<file path="src/rtl/hbus_ctrl.sv">
// rtl/hbus_ctrl.sv - HyperBus transaction sequencer, 4 bytes per clk_1x cycle
// Optional read idle timeout is built when HBUS_CTRL_TIMEOUT_EN is defined.

module hbus_ctrl #(
  parameter int N_CS       = 4,
  parameter int TCSH       = 2,
  parameter int RD_TIMEOUT = 64
) (
  input  logic            clk_1x,
  input  logic            rst_n,
  input  logic            cmd_valid,
  output logic            cmd_ready,
  input  logic [31:0]     cmd_addr,
  input  logic [7:0]      cmd_len,
  input  logic            cmd_write,
  input  logic            cmd_reg,
  input  logic [N_CS-1:0] cmd_cs,
  input  logic [31:0]     wr_data,
  input  logic [3:0]      wr_mask,
  output logic            wr_ack,
  output logic [31:0]     rd_data,
  output logic            rd_valid,
  output logic            rd_last,
  output logic            done,
  output logic            err,
  input  logic [3:0]      cfg_lat,
  output logic [1:0]      phy_ck_en,
  output logic [31:0]     phy_dq_out,
  output logic [1:0]      phy_dq_oe,
  output logic [3:0]      phy_rwds_out,
  output logic [1:0]      phy_rwds_oe,
  input  logic [31:0]     phy_dq_in,
  input  logic [3:0]      phy_rwds_in,
  output logic [N_CS-1:0] phy_cs_n,
  output logic            phy_rst_n
);

  typedef enum logic [2:0] {
    IDLE, CA0, CA1, LAT, WDATA, RDATA, RDRAIN, CSHI
  } state_t;

  // st names the phase whose outputs are registered at the next edge,
  // so every PHY output appears one cycle after its state is entered.
  state_t          st;
  logic [31:0]     a_addr;
  logic [8:0]      a_len;
  logic            a_write;
  logic            a_reg;
  logic [N_CS-1:0] a_cs;
  logic [3:0]      a_lat;
  logic [8:0]      cnt;
  logic [8:0]      rcnt;
  logic            cap_en;
  logic [47:0]     ca;
  logic            word_hit;
  logic            last_hit;

`ifdef HBUS_CTRL_TIMEOUT_EN
  localparam int IW = $clog2(RD_TIMEOUT + 1);
  logic [IW-1:0]   idle_cnt;
  logic            err_pend;
`endif

  assign ca       = {~a_write, a_reg, 1'b1, a_addr[31:3], 13'd0, a_addr[2:0]};
  assign word_hit = cap_en && (phy_rwds_in == 4'b0101);
  assign last_hit = word_hit && (rcnt == a_len);

  always_ff @(posedge clk_1x) begin
    if (!rst_n) begin
      st           <= IDLE;
      cmd_ready    <= 1'b0;
      wr_ack       <= 1'b0;
      rd_data      <= '0;
      rd_valid     <= 1'b0;
      rd_last      <= 1'b0;
      done         <= 1'b0;
      err          <= 1'b0;
      phy_ck_en    <= '0;
      phy_dq_out   <= '0;
      phy_dq_oe    <= '0;
      phy_rwds_out <= '0;
      phy_rwds_oe  <= '0;
      phy_cs_n     <= '1;
      phy_rst_n    <= 1'b0;
      a_addr       <= '0;
      a_len        <= '0;
      a_write      <= 1'b0;
      a_reg        <= 1'b0;
      a_cs         <= '0;
      a_lat        <= '0;
      cnt          <= '0;
      rcnt         <= '0;
      cap_en       <= 1'b0;
`ifdef HBUS_CTRL_TIMEOUT_EN
      idle_cnt     <= '0;
      err_pend     <= 1'b0;
`endif
    end else begin
      phy_rst_n    <= 1'b1;
      cmd_ready    <= 1'b0;
      wr_ack       <= 1'b0;
      rd_valid     <= 1'b0;
      rd_last      <= 1'b0;
      done         <= 1'b0;
      err          <= 1'b0;
      phy_ck_en    <= 2'b00;
      phy_dq_out   <= '0;
      phy_dq_oe    <= 2'b00;
      phy_rwds_out <= '0;
      phy_rwds_oe  <= 2'b00;
      phy_cs_n     <= '1;
      cap_en       <= 1'b0;

      if (word_hit) begin
        rd_valid <= 1'b1;
        rd_data  <= phy_dq_in;
        rcnt     <= rcnt + 9'd1;
        rd_last  <= last_hit;
      end

      case (st)
        IDLE: begin
          if (cmd_valid && cmd_ready) begin
            a_addr  <= cmd_addr;
            a_len   <= {1'b0, cmd_len};
            a_write <= cmd_write;
            a_reg   <= cmd_reg;
            a_cs    <= cmd_cs;
            a_lat   <= cfg_lat;
            cnt     <= '0;
            rcnt    <= '0;
`ifdef HBUS_CTRL_TIMEOUT_EN
            idle_cnt <= '0;
            err_pend <= 1'b0;
`endif
            st      <= CA0;
          end else begin
            cmd_ready <= 1'b1;
          end
        end
        CA0: begin
          phy_ck_en  <= 2'b11;
          phy_dq_oe  <= 2'b11;
          phy_cs_n   <= ~a_cs;
          phy_dq_out <= {ca[23:16], ca[31:24], ca[39:32], ca[47:40]};
          // Register-write data rides in CA1, so request it one cycle early.
          wr_ack     <= a_write && a_reg;
          st         <= CA1;
        end
        CA1: begin
          phy_ck_en  <= 2'b11;
          phy_dq_oe  <= 2'b11;
          phy_cs_n   <= ~a_cs;
          phy_dq_out <= {(a_write && a_reg) ? wr_data[15:0] : 16'h0000, ca[7:0], ca[15:8]};
          cnt        <= '0;
          st         <= (a_write && a_reg) ? CSHI : LAT;
        end
        LAT: begin
          phy_ck_en <= 2'b11;
          phy_cs_n  <= ~a_cs;
          cap_en    <= ~a_write;
          if (cnt + 9'd1 >= {5'd0, a_lat}) begin
            wr_ack <= a_write;
            cnt    <= '0;
            st     <= a_write ? WDATA : RDATA;
          end else begin
            cnt <= cnt + 9'd1;
          end
        end
        WDATA: begin
          phy_ck_en    <= 2'b11;
          phy_dq_oe    <= 2'b11;
          phy_rwds_oe  <= 2'b11;
          phy_cs_n     <= ~a_cs;
          phy_dq_out   <= wr_data;
          phy_rwds_out <= wr_mask;
          wr_ack       <= (cnt < a_len);
          if (cnt == a_len) begin
            cnt <= '0;
            st  <= CSHI;
          end else begin
            cnt <= cnt + 9'd1;
          end
        end
        RDATA: begin
          phy_ck_en <= 2'b11;
          phy_cs_n  <= ~a_cs;
          cap_en    <= 1'b1;
          if (cnt == a_len) begin
            st <= RDRAIN;
          end else begin
            cnt <= cnt + 9'd1;
          end
        end
        RDRAIN: begin
          phy_cs_n <= ~a_cs;
          cap_en   <= 1'b1;
        end
        CSHI: begin
          done <= (cnt == 9'd0);
`ifdef HBUS_CTRL_TIMEOUT_EN
          err  <= (cnt == 9'd0) && err_pend;
`endif
          if (cnt + 9'd1 >= 9'(TCSH)) begin
            cnt <= '0;
            st  <= IDLE;
          end else begin
            cnt <= cnt + 9'd1;
          end
        end
        default: st <= IDLE;
      endcase

      // The final read word ends the burst wherever it lands.
      if (last_hit) begin
        cnt    <= '0;
        cap_en <= 1'b0;
        st     <= CSHI;
      end

`ifdef HBUS_CTRL_TIMEOUT_EN
      if (st == RDATA || st == RDRAIN) begin
        if (word_hit) begin
          idle_cnt <= '0;
        end else if (idle_cnt == IW'(RD_TIMEOUT - 1)) begin
          cnt      <= '0;
          cap_en   <= 1'b0;
          err_pend <= 1'b1;
          st       <= CSHI;
        end else begin
          idle_cnt <= idle_cnt + 1'b1;
        end
      end
`endif
    end
  end

endmodule

</file>
<file path="config.mk">
export PLATFORM = sky130hd
export DESIGN_NAME = hbus_ctrl
export DESIGN_NICKNAME = d
export VERILOG_FILES = /design/src/rtl/hbus_ctrl.sv
export SDC_FILE = /design/constraint.sdc
export NUM_CORES = 1
export LEC_CHECK = 0
export BUFFER_PORTS_ARGS = -buffer_cell sky130_fd_sc_hd__buf_2
export CORE_UTILIZATION = 38
export DETAILED_ROUTE_END_ITERATION = 7
export PLACE_DENSITY = 0.63
export SETUP_SLACK_MARGIN = 0.05
export SYNTH_ARGS = -nofsm -noshare
export SYNTH_HDL_FRONTEND = slang
export SYNTH_SLANG_ARGS = --single-unit
</file>
<file path="constraint.sdc">
create_clock -name clk_1x -period 7.9 [get_ports clk_1x]
set_clock_uncertainty 0.2 [all_clocks]
set_input_delay 0.79 -clock clk_1x [delete_from_list [all_inputs] [get_ports clk_1x]]
set_output_delay 0.79 -clock clk_1x [all_outputs]
set_load 0.01 [all_outputs]
</file>
Yosys cells after proc, flatten, opt, wreduce, memory -nomap -nowiden:

Cells that the tools add are included.

* $lt $le $gt $ge: 3
* equality and inequality tests: 17
* bitwise gates (word level): 3
* add/sub/neg operators: 2
* muxes and demuxes: 29
* reduce and logical (&&, ||, !) cells: 21

Operators by type and width (number)
* 32-bit case mux with 3 select lines: 1
* 9-bit 2-to-1 mux: 8
* 9-bit case mux with 6 select lines: 1
* 3-bit 2-to-1 mux: 7
* 3-bit case mux with 7 select lines: 1
* 9-bit by 1-bit adder with 9-bit output (second input constant): 2
* 9-bit by 8-bit equality test with 1-bit output: 2
* 16-bit 2-to-1 mux: 1
* 3-bit inequality test (second input constant): 5
* 3-bit equality test (second input constant): 4
* 2-bit AND reduction: 6
* 9-bit by 2-bit greater-or-equal comparator with 1-bit output (second input constant): 1
* 9-bit by 4-bit greater-or-equal comparator with 1-bit output: 1
* 9-bit zero test: 1
* 9-bit by 8-bit less-than comparator with 1-bit output: 1
* 8-bit nonzero test: 1
* 3-bit by 2-bit equality test with 1-bit output (second input constant): 2
* 2-bit 2-to-1 mux: 3
* 6-bit AND reduction: 1
* 6-bit nonzero test: 1
* 6-bit OR reduction: 1
* 1-bit 2-to-1 mux: 5
* 5-bit OR reduction: 1
* 4-bit by 3-bit equality test with 1-bit output (second input constant): 1
* 11 further kinds: 17

* output and inout bits: 85
* logic and storage cells: 98
* input port bits: 125
* flip-flop bits (word level): 156

Longest topological paths before layout:

Gate-level depths: netlist (run 1).

* depth in word-level cells: 5
* gate-level depth with buffers: 13
* mapped depth without buffers: 11

Worst setup path after synthesis (run 1):

Ideal clock, no wire load.

* path type: reg2reg
* start point: register cnt[0]
* end point: register cnt[4]
* setup slack: 5.143 ns
* clock period less this slack: 2.757 ns
* cell stages (with the launch flop): 13
* required time: 7.612 ns
* arrival time: 2.469 ns
* cell sequence: dfxtp_1 > nand3_1 > xor2_1 > inv_1 > ha_1 > and3b_1 > a311oi_2 > o211ai_1 > a211oi_1 > a2bb2oi_2 > buf_6 > nand2_2 > o32ai_2

* word-level cells in the longest chain between the ends: 4

RTL lines
* start, declared: RTL line 51 `logic [8:0] cnt;`
* start signal, assigned: RTL line 167 `cnt <= cnt + 9'd1;`
* start signal, assigned: RTL line 182 `cnt <= cnt + 9'd1;`
* start signal, assigned: RTL line 192 `cnt <= cnt + 9'd1;`
* 9-bit by 1-bit adder with 9-bit output
* 9-bit by 2-bit greater-or-equal comparator with 1-bit output or 9-bit by 4-bit greater-or-equal comparator with 1-bit output (tied branches): RTL line 204, 162
* 9-bit 2-to-1 mux (on tied branches): RTL line 204, 162
* 9-bit case mux with 6 select lines: RTL line 121 `case (st)`

Parallel ways exist; a longest one is shown, timed or not. The select of a mux whose other input is x is not followed.
A chain may end at the register's enable or synchronous reset.

Worst setup path in the final report (run 1):

* start point: register cnt[2]
* end point: register cnt[2]

Same word-level chain as after synthesis.

==> results of run 1 <==
-- kinds of logic after synthesis --
| group | after synthesis | synth area share |
|---|---|---|
| adders and majority gates | 15 | 0.0286 |
| muxes | 1 | 0.00153 |
| buffers and inverters | 72 | 0.0509 |
| AOI/OAI and AO/OA | 169 | 0.203 |
| and+or+nand+nor | 326 | 0.218 |
| DFF | 153 | 0.467 |
| xor gates and xnor gates | 21 | 0.0303 |
| other | 1 | 0.000572 |
-- report_power, final --
group,switching (µW),total [µW],internal (µW)
Clock,347,830,483
Sequential,47.5,879,831
Combinational,281,441,160
-- synthesized netlist by cell type, types with 3 or more instances --
cell,count,area (µm²)
nand3_1,18,90.1
a22oi_1,16,120
nor2b_1,3,18.8
and3_1,8,50.1
nand2_1,193,724
buf_6,3,33.8
buf_4,5,37.5
and2_1,4,25.0
o211ai_1,3,22.5
a21oi_1,11,55.1
nor4_1,3,18.8
buf_1,5,18.8
and4_1,3,26.3
ha_1,15,188
nor2_1,60,225
xor2_1,16,140
nand2b_1,4,25.0
nor3_1,10,50.1
inv_1,18,67.6
a21boi_0,82,616
dfxtp_1,153,3060
o21ai_0,7,35.0
clkbuf_1,36,135
xnor2_1,3,26.3
a222oi_1,16,160
o21ai_1,5,25.0
-- metal layers --
| metal | routed length [µm] | GRT usage |
|---|---|---|
| met1 | 7790 | 0.252 |
| met2 | 8490 | 0.331 |
| met3 | 1340 | 0.0601 |
| met4 | 350 | 0.0821 |
| met5 | 0 | 0 |
-- per-stage QoR --
| step | instance area, µm² | utilization | setup WS, ns | hold WS, ns |
|---|---|---|---|---|
| 6_report | 8300 | 0.497 | 4.47 | 0.181 |
| 5_1_grt | 8300 | 0.497 | 4.25 | 0.201 |
| 4_1_cts | 8300 | 0.497 | 4.49 | 0.183 |
| 3_5_place_dp | 7700 | 0.461 | 4.58 | 0.168 |
| 3_3_place_gp | 7700 | 0.461 | 4.66 | 0.163 |
| 2_1_floorplan | 6560 | - | 5.14 | 0.158 |
-- worst max-delay path, cell delays in order (launching register included) --
cell	delay [ns]
dfxtp_1	0.55
nand3_1	0.14
xor2_1	0.23
inv_1	0.07
ha_1	0.32
and3b_1	0.20
a311oi_2	0.32
o211ai_1	0.14
a211oi_1	0.25
a2bb2oi_2	0.50
nor2_1	0.21
o22ai_1	0.23
-- worst paths after layout --
| path | slack (ns) | depth (start not counted) | start | to |
|---|---|---|---|---|
| min | 0.18 | 1 | a_cs[1]$_SDFFE_PN0P_ | phy_cs_n[1]$_SDFF_PN1_ |
| max reg2reg | 4.47 | 11 | cnt[2]$_SDFFE_PP0P_ | cnt[2]$_SDFFE_PP0P_ |
| max | 4.47 | 11 | cnt[2]$_SDFFE_PP0P_ | cnt[2]$_SDFFE_PP0P_ |
| min reg2reg | 0.18 | 1 | a_cs[1]$_SDFFE_PN0P_ | phy_cs_n[1]$_SDFF_PN1_ |
-- cell type report --
cell class                 count  area share
tap                          220      0.0332
clock inverter                13      0.0187
multi-input combinational    533       0.385
inverter                      19     0.00859
sequential                   153       0.369
timing repair buffer         216       0.133
clock buffer                  19      0.0533
==> flow_summary.json, run 1 <==
{
  "final_cell_mix": "208 x buf_2, 193 x nand2_1, 153 x dfxtp_1, 82 x a21boi_0, 60 x nor2_1",
  "required_ns": 8.04,
  "hold_class": "reg2reg",
  "drc": 0,
  "drv_slew": 0,
  "ys.flop_type": "dfxtp_1",
  "syn_nets": 898,
  "insertedDiodeCount": 0,
  "hpwl_um": 12600,
  "root_buffer": "clkbuf_16",
  "fillCellCount": 1681,
  "grt_max_degree": 103,
  "seq_area_frac_synth": 0.467,
  "via_count": 5908,
  "cp-end-kind": "flip-flop",
  "synthArstFlopShare": 0,
  "ys_ff_latch": 153,
  "rsz0062_at_grt": "no",
  "finalHoldViolCount": 0,
  "synth-edff-count": 0,
  "dp.cells": 1141,
  "setup_tns_ns": 0,
  "routed_wl_um": 18000,
  "clk_path_buf_depth": 2,
  "clkTransAtPathRegs_ns": 0.06,
  "ant_nets": 0,
  "antenna_found_initial": 0,
  "cts_setup_buffers": 0,
  "max_freq_mhz": 292,
  "track_usage": 0.204,
  "clk_latency_ns": 0.43,
  "max-cap-violations": 0,
  "die_area_mm2": 0.0178,
  "register_area_mm2": 0.00306,
  "htree_levels": 4,
  "final_cells": 1173,
  "powerDensity_mw_per_mm2": 259,
  "cts_tree": "yes",
  "worst_slew_pin_slew_ns": 1.02,
  "cts_resized": 0,
  "start_util": 0.393,
  "multiInputGateArea_mm2": 0.00319,
  "ys_warn_count": 0,
  "final_net_count": 1080,
  "core_area_mm2": 0.0167,
  "overflow": 0,
  "setup_viol": 0,
  "path_max_fanout": 11,
  "first_iter_violations": 306,
  "reg_top3": "a_addr (32), phy_dq_out (32), rd_data (32)",
  "syn_area_mm2": 0.00656,
  "numClockSinks": 153,
  "rows": 47,
  "total_power_uw": 2150,
  "grt_pass1_vias": 5595,
  "ir_drop_mv": 0.163,
  "hold_buffers": 0,
  "numCtsBuffers": 17,
  "syn_area_per_cell_um2": 8.66,
  "power_leakage_uw": 0.00348,
  "gp_congestion": 0.823,
  "critical_path_class": "reg2reg",
  "drt-vias-per-instance": 5.04,
  "drive_gt1_frac": 0.290,
  "ios": 210,
  "start_kind": "flip-flop",
  "die_y_um": 133,
  "synth_cell_type_count": 72,
  "syn-instance-count": 758,
  "wl_per_cell_um": 15.3,
  "syn2layout_area_growth_pct": 26.5,
  "numPortBuffers": 208,
  "fp.dieW_um": 133,
  "layout_commonest_cell": "buf_2",
  "status": "finished, final reports clean",
  "slew_headroom": 0.319,
  "fin_crit_sh": 0.434,
  "grt_pass1_wl_um": 28500,
  "period_needed_ns": 3.43,
  "arrival_ns": 3.57,
  "first_pass_iters": 8
}
Note: power is estimated with default switching activity, not from simulation.
==> run 2: changes to the inputs <==
- ABC_AREA: not set -> 1
- clock period: 7.9 -> 3.3 ns (I/O delays scaled with it)
==> run 2 against run 1 <==
- largest cell class is now registers
- wire length grew 4.7%
- worst hold slack got worse by 0.18 ns
- global-route usage is 1.6 points higher
- final area up 9.7%
==> flow_summary.json, run 2 <==
{
  "period_needed_ns": 2.58,
  "ant_nets": 0,
  "required_ns": 3.46,
  "wl_per_cell_um": 13.6,
  "critPathBufInv": 3,
  "start_util": 0.390,
  "grt_max_degree": 80,
  "pwr-share-clk": 0.353,
  "numCtsBuffers": 17,
  "synth-edff-count": 0,
  "finalHoldViolCount": 0,
  "power.internal_uw": 3640,
  "arrival_ns": 2.74,
  "placed_area_mm2": 0.00766,
  "numClockSinks": 153,
  "die_y_um": 132,
  "drive_gt1_frac": 0.236,
  "routed_wl_um": 18800,
  "start_kind": "flip-flop",
  "swShare": 0.312,
  "numPortBuffers": 208,
  "final_cell_mix": "208 x buf_2, 153 x dfxtp_1, 139 x nand2_1, 117 x nor2_1, 100 x inv_1",
  "antenna_found_initial": 1,
  "drt-vias-per-instance": 4.77,
  "critPathTopFamily": "buffers and inverters",
  "min_from": "cmd_addr[11]",
  "slew_headroom": 0.476,
  "track_usage": 0.219,
  "power_leakage_uw": 0.00408,
  "hold_class": "in2reg",
  "insertedDiodeCount": 0,
  "max_freq_mhz": 388,
  "seq_power_share": 0.414,
  "reg_top3": "a_addr (32), phy_dq_out (32), rd_data (32)",
  "overflow": 0,
  "combPwrFrac": 0.233,
  "rr_startpoint": "st[2]$_SDFFE_PN0P_",
  "first_pass_iters": 4,
  "power.switching_uw": 1650,
  "ys_warn_count": 0,
  "syn_area_mm2": 0.00646,
  "powerDensity_mw_per_mm2": 581,
  "ios": 210,
  "hpwl_um": 12700,
  "ff2ff_setup_slack_ns": 0.72,
  "via_count": 6571,
  "core_area_mm2": 0.0166,
  "ys.flop_type": "dfxtp_1",
  "gp_congestion": 0.866,
  "critPathMaxStageDelay_ns": 0.57,
  "syn_nets": 1008,
  "die_area_mm2": 0.0175,
  "synth_area_leaders": "dfxtp_1 47%, nand2_1 8.1%, o21ai_0 7.1%, nor2_1 6.9%, a21oi_1 6.4%",
  "synth_cell_type_count": 40,
  "total_power_uw": 5290,
  "post-synth-top-count-cell": "dfxtp_1",
  "first_iter_violations": 373,
  "clk_path_buf_depth": 2,
  "max-cap-violations": 0,
  "layout_commonest_cell": "buf_2",
  "worst_slew_pin_slew_ns": 0.786,
  "root_buffer": "clkbuf_16",
  "hold_end": "a_addr[11]$_SDFFE_PN0P_",
  "setup_tns_ns": 0,
  "fin_crit_sh": 0.781,
  "final_area_mm2": 0.00911,
  "critical_path.cell_chain": "inv_1, nor2_2, buf_4, nand2_1, a31oi_1, dlygate4sd3_1",
  "synthArstFlopShare": 0,
  "critical_path_class": "reg2reg",
  "rows": 47,
  "cts_resized": 0,
  "cp-end-kind": "flip-flop",
  "syn_area_per_cell_um2": 7.45,
  "syn2layout_area_growth_pct": 41.0,
  "drv_slew": 0,
  "syn-instance-count": 868,
  "synth_top_area_frac": 0.474,
  "whs_path_depth": 3,
  "setup_viol": 0,
  "clkTransAtPathRegs_ns": 0.06,
  "synthTopCellsByCount": "153 x dfxtp_1, 139 x nand2_1, 118 x nor2_1",
  "fp.dieW_um": 132,
  "r2r-end": "phy_dq_out[23]$_SDFF_PN0_",
  "status": "finished, final reports clean",
  "path_max_fanout": 17,
  "ff2ff_path_depth": 6,
  "rsz0062_at_grt": "no",
  "slowest_stage": "dlygate4sd3_1",
  "grt_pass1_wl_um": 30900,
  "grt_pass1_vias": 6529,
  "ys_ff_latch": 153,
  "synth_largest_area_cell": "dfxtp_1",
  "seq_area_frac_synth": 0.474,
  "ir_drop_mv": 0.354,
  "final_net_count": 1286,
  "cts_tree": "yes",
  "clk_latency_ns": 0.42,
  "htree_levels": 4,
  "drc": 0
}
run 2: kinds of logic after synthesis:
| kind of cell | synth area share |
|---|---|
| xor+xnor | 0.00813 |
| compound gates | 0.169 |
| buf+inv | 0.0935 |
| flops | 0.474 |
| simple gates | 0.226 |
| fa+ha+maj | 0.0290 |
| other cells | 0.000580 |
run 2: per-layer routing:
layer,vias up,track usage,part of all wire
met1,2985,0.262,0.44
met3,40,0.0540,0.053
met2,189,0.375,0.48
met5,-,0,0
li1,3357,-,-
met4,0,0.0920,0.029
run 2: stage by stage:
step | hold WS [ns] | cells | worst slack (ns) | utilization
2_1_floorplan | 0.158 | 868 | 1.09 | -
5_1_grt | 0.00163 | 1379 | 0.473 | 0.549
3_5_place_dp | 0.173 | 1259 | 0.760 | 0.462
4_1_cts | 0.000217 | 1378 | 0.743 | 0.549
3_3_place_gp | 0.173 | 1259 | 0.838 | 0.462
6_report | 0.00228 | 1379 | 0.724 | 0.549
run 2: how the worst max path moves through the flow:
stage                                      endpoint  slack [ns]                start  cells after the start
final                     phy_dq_out[23]$_SDFF_PN0_        0.72   st[2]$_SDFFE_PN0P_                      6
after global routing            cnt[1]$_SDFFE_PP0P_        0.47  cnt[2]$_SDFFE_PP0P_                     17
after CTS                       cnt[2]$_SDFFE_PP0P_        0.74  cnt[2]$_SDFFE_PP0P_                     17
after detailed placement        cnt[2]$_SDFFE_PP0P_        0.76  cnt[2]$_SDFFE_PP0P_                     17
after global placement           st[1]$_SDFFE_PN0P_        0.84  cnt[2]$_SDFFE_PP0P_                     18
after floorplan                  st[1]$_SDFFE_PN0P_        1.09  cnt[0]$_SDFFE_PP0P_                     18
run 2: repair_timing:
action | in CTS | in global routing
setup buffers | 0 | 0
endpoints found under the setup margin | 0 | 0
hold endpoints to repair | 86 | 1
hold buffers | 87 | 1
run 2: power groups by stage:
stage | clock, µW | sequential (µW) | combinational, µW
2_1_floorplan | 0 | 2220 | 761
3_3_place_gp | 0 | 2220 | 1140
3_5_place_dp | 0 | 2230 | 1150
4_1_cts | 1910 | 2190 | 1230
5_1_grt | 1990 | 2220 | 1380
6_report | 1870 | 2190 | 1230
run 2: layout make-up:
class | instances | area, µm²
clock buffers | 22 | 474
clock inverters | 10 | 93.8
fillers | 1612 | 7470
inverters | 105 | 394
multi-input cells | 564 | 2810
flip-flops and latches | 153 | 3060
well taps | 220 | 275
repair buffers | 305 | 2000
run 2: worst min-delay path, stage by stage:
cell	delay, ns
buf_2	0.07
o21ai_0	0.07
a21oi_1	0.11
==> run 3: changes to the inputs <==
- PLACE_DENSITY: 0.63 -> 0.65
- clock period: 3.3 -> 2.1 ns (I/O delays scaled with it)
==> run 3 against run 2 <==
- the flow now finishes with violations (negative setup slack)
- cell count grew 5.6%
- flip-flop and latch count is the same
- power grew 64%
- largest cell class unchanged
- highest routed layer unchanged
==> flow_summary.json, run 3 (same netlist as run 2, synthesis figures left out) <==
{
  "status": "finished with violations",
  "failed_checks": "negative setup slack",
  "power.internal_uw": 5900,
  "setup_ws_ns": -0.0887,
  "first_iter_violations": 392,
  "grt_max_degree": 53,
  "arrival_ns": 2.29,
  "final_net_count": 1363,
  "numClockSinks": 153,
  "power.switching_uw": 2780,
  "first_pass_iters": 5,
  "cts_tree": "yes",
  "rsz0062_at_grt": "yes",
  "overflow": 0,
  "wl_per_cell_um": 14.2,
  "numCtsBuffers": 17,
  "period_needed_ns": 2.19,
  "hold_class": "reg2reg",
  "seq_power_share": 0.394,
  "max_freq_mhz": 457,
  "ant_nets": 0,
  "start_kind": "flip-flop",
  "drive_gt1_frac": 0.282,
  "clk_path_buf_depth": 2,
  "path_max_fanout": 8,
  "hpwl_um": 13300,
  "routed_wl_um": 20700,
  "max-cap-violations": 0,
  "layout_commonest_cell": "buf_2",
  "drv_slew": 0,
  "drc": 0,
  "fillCellCount": 1447,
  "insertedDiodeCount": 0,
  "core_area_mm2": 0.0166,
  "ios": 210,
  "setup_viol": 10,
  "finalHoldViolCount": 0,
  "hold_ws_ns": 0.188,
  "critical_path_class": "reg2reg",
  "root_buffer": "clkbuf_16",
  "drt-vias-per-instance": 4.84,
  "reg_top3": "a_addr (32), phy_dq_out (32), rd_data (32)",
  "clkTransAtPathRegs_ns": 0.06,
  "track_usage": 0.237,
  "die_area_mm2": 0.0175,
  "grt_pass1_vias": 6959,
  "ff2ff_path_depth": 17,
  "gp_congestion": 0.862,
  "fin_crit_sh": 1.04,
  "swShare": 0.321,
  "ir_drop_mv": 0.576,
  "whs_path_depth": 1,
  "pwr-share-clk": 0.351,
  "via_count": 7045,
  "powerDensity_mw_per_mm2": 873,
  "syn2layout_area_growth_pct": 53.8,
  "htree_levels": 4,
  "required_ns": 2.20,
  "combPwrFrac": 0.255,
  "power_leakage_uw": 0.00446,
  "grt_pass1_wl_um": 33100,
  "fp.dieW_um": 132,
  "die_y_um": 132,
  "clk_latency_ns": 0.42,
  "rows": 47,
  "antenna_found_initial": 0,
  "cp-end-kind": "flip-flop",
  "start_util": 0.390,
  "final_cell_mix": "208 x buf_2, 149 x dfxtp_1, 131 x nand2_1, 120 x dlygate4sd3_1, 115 x nor2_1",
  "numPortBuffers": 208,
  "setup_tns_ns": -0.702
}
[run 3: changes by cell type in the layout (fill, tap and decap cells not counted), sizes merged]
cell,previous run,this run
dlygate4sd3,88,120
inv,105,110
clkinv,9,3
buf,217,262
clkbuf,22,19
clkinvlp,0,4
[run 3: repair_timing]
item	CTS	global route
hold buffers	120	0
pin swaps	7	5
endpoints found under the hold margin	119	0
gates resized for setup	16	12
setup buffers	1	0
endpoints found under the setup margin	13	43
[run 3: power by group through the flow]
stage | Combinational, µW | Sequential, µW | Clock, µW
detailed placement | 1940 | 3490 | 0
global route | 2470 | 3460 | 3200
global placement | 1920 | 3470 | 0
finish | 2210 | 3420 | 3040
floorplan | 1200 | 3490 | 0
CTS | 2170 | 3420 | 3070
[run 3: path summary, 6_finish.rpt]
kind                         from                endpoint  slack [ns]
max           cnt[1]$_SDFFE_PP0P_     cnt[0]$_SDFFE_PP0P_       -0.09
min          a_cs[2]$_SDFFE_PN0P_  phy_cs_n[2]$_SDFF_PN1_        0.19
max reg2reg   cnt[1]$_SDFFE_PP0P_     cnt[0]$_SDFFE_PP0P_       -0.09
min reg2reg  a_cs[2]$_SDFFE_PN0P_  phy_cs_n[2]$_SDFF_PN1_        0.19
[run 3: cell type report]
class                      instances  area (µm²)  share of cell area
clock buffer                      19         453              0.0456
tap                              220         275              0.0277
inverter                         105         397              0.0399
multi-input combinational        564        2930               0.295
sequential                       153        3070               0.309
clock inverter                    13         131              0.0132
timing repair buffer             382        2680               0.269
[run 3: metrics by stage]
step	worst slack (ns)	instance area [µm²]	std cells	utilization	power [µW]
2_1_floorplan	-0.0224	6480	868	-	4690
3_3_place_gp	-0.0897	8020	1303	0.484	5390
3_5_place_dp	-0.189	8020	1303	0.484	5420
4_1_cts	-0.0735	9890	1456	0.596	8660
5_1_grt	-0.216	9940	1456	0.599	9120
6_report	-0.0887	9940	1456	0.599	8680
[run 3: critical path: stages (launching register included)]
cell	delay, ns
dfxtp_4	0.38
nand2_4	0.06
nor2_4	0.09
nand2_2	0.06
nand2_2	0.08
inv_2	0.05
ha_4	0.26
nand2_2	0.05
inv_2	0.04
nand2_1	0.04
nor2_1	0.10
nand2_1	0.07
nor2_2	0.12
nor2_4	0.06
nand3_4	0.11
nand3_4	0.14
nand2_1	0.09
a21oi_1	0.06
[run 3: routing by layer]
metal  vias to the layer above  routed length, µm  global-route usage
met1                      3220               8670               0.274
met4                         0                667               0.109
met3                        60               1340              0.0594
met5                         -                  0                   0
li1                       3511                  -                   -
met2                       254              10000               0.411
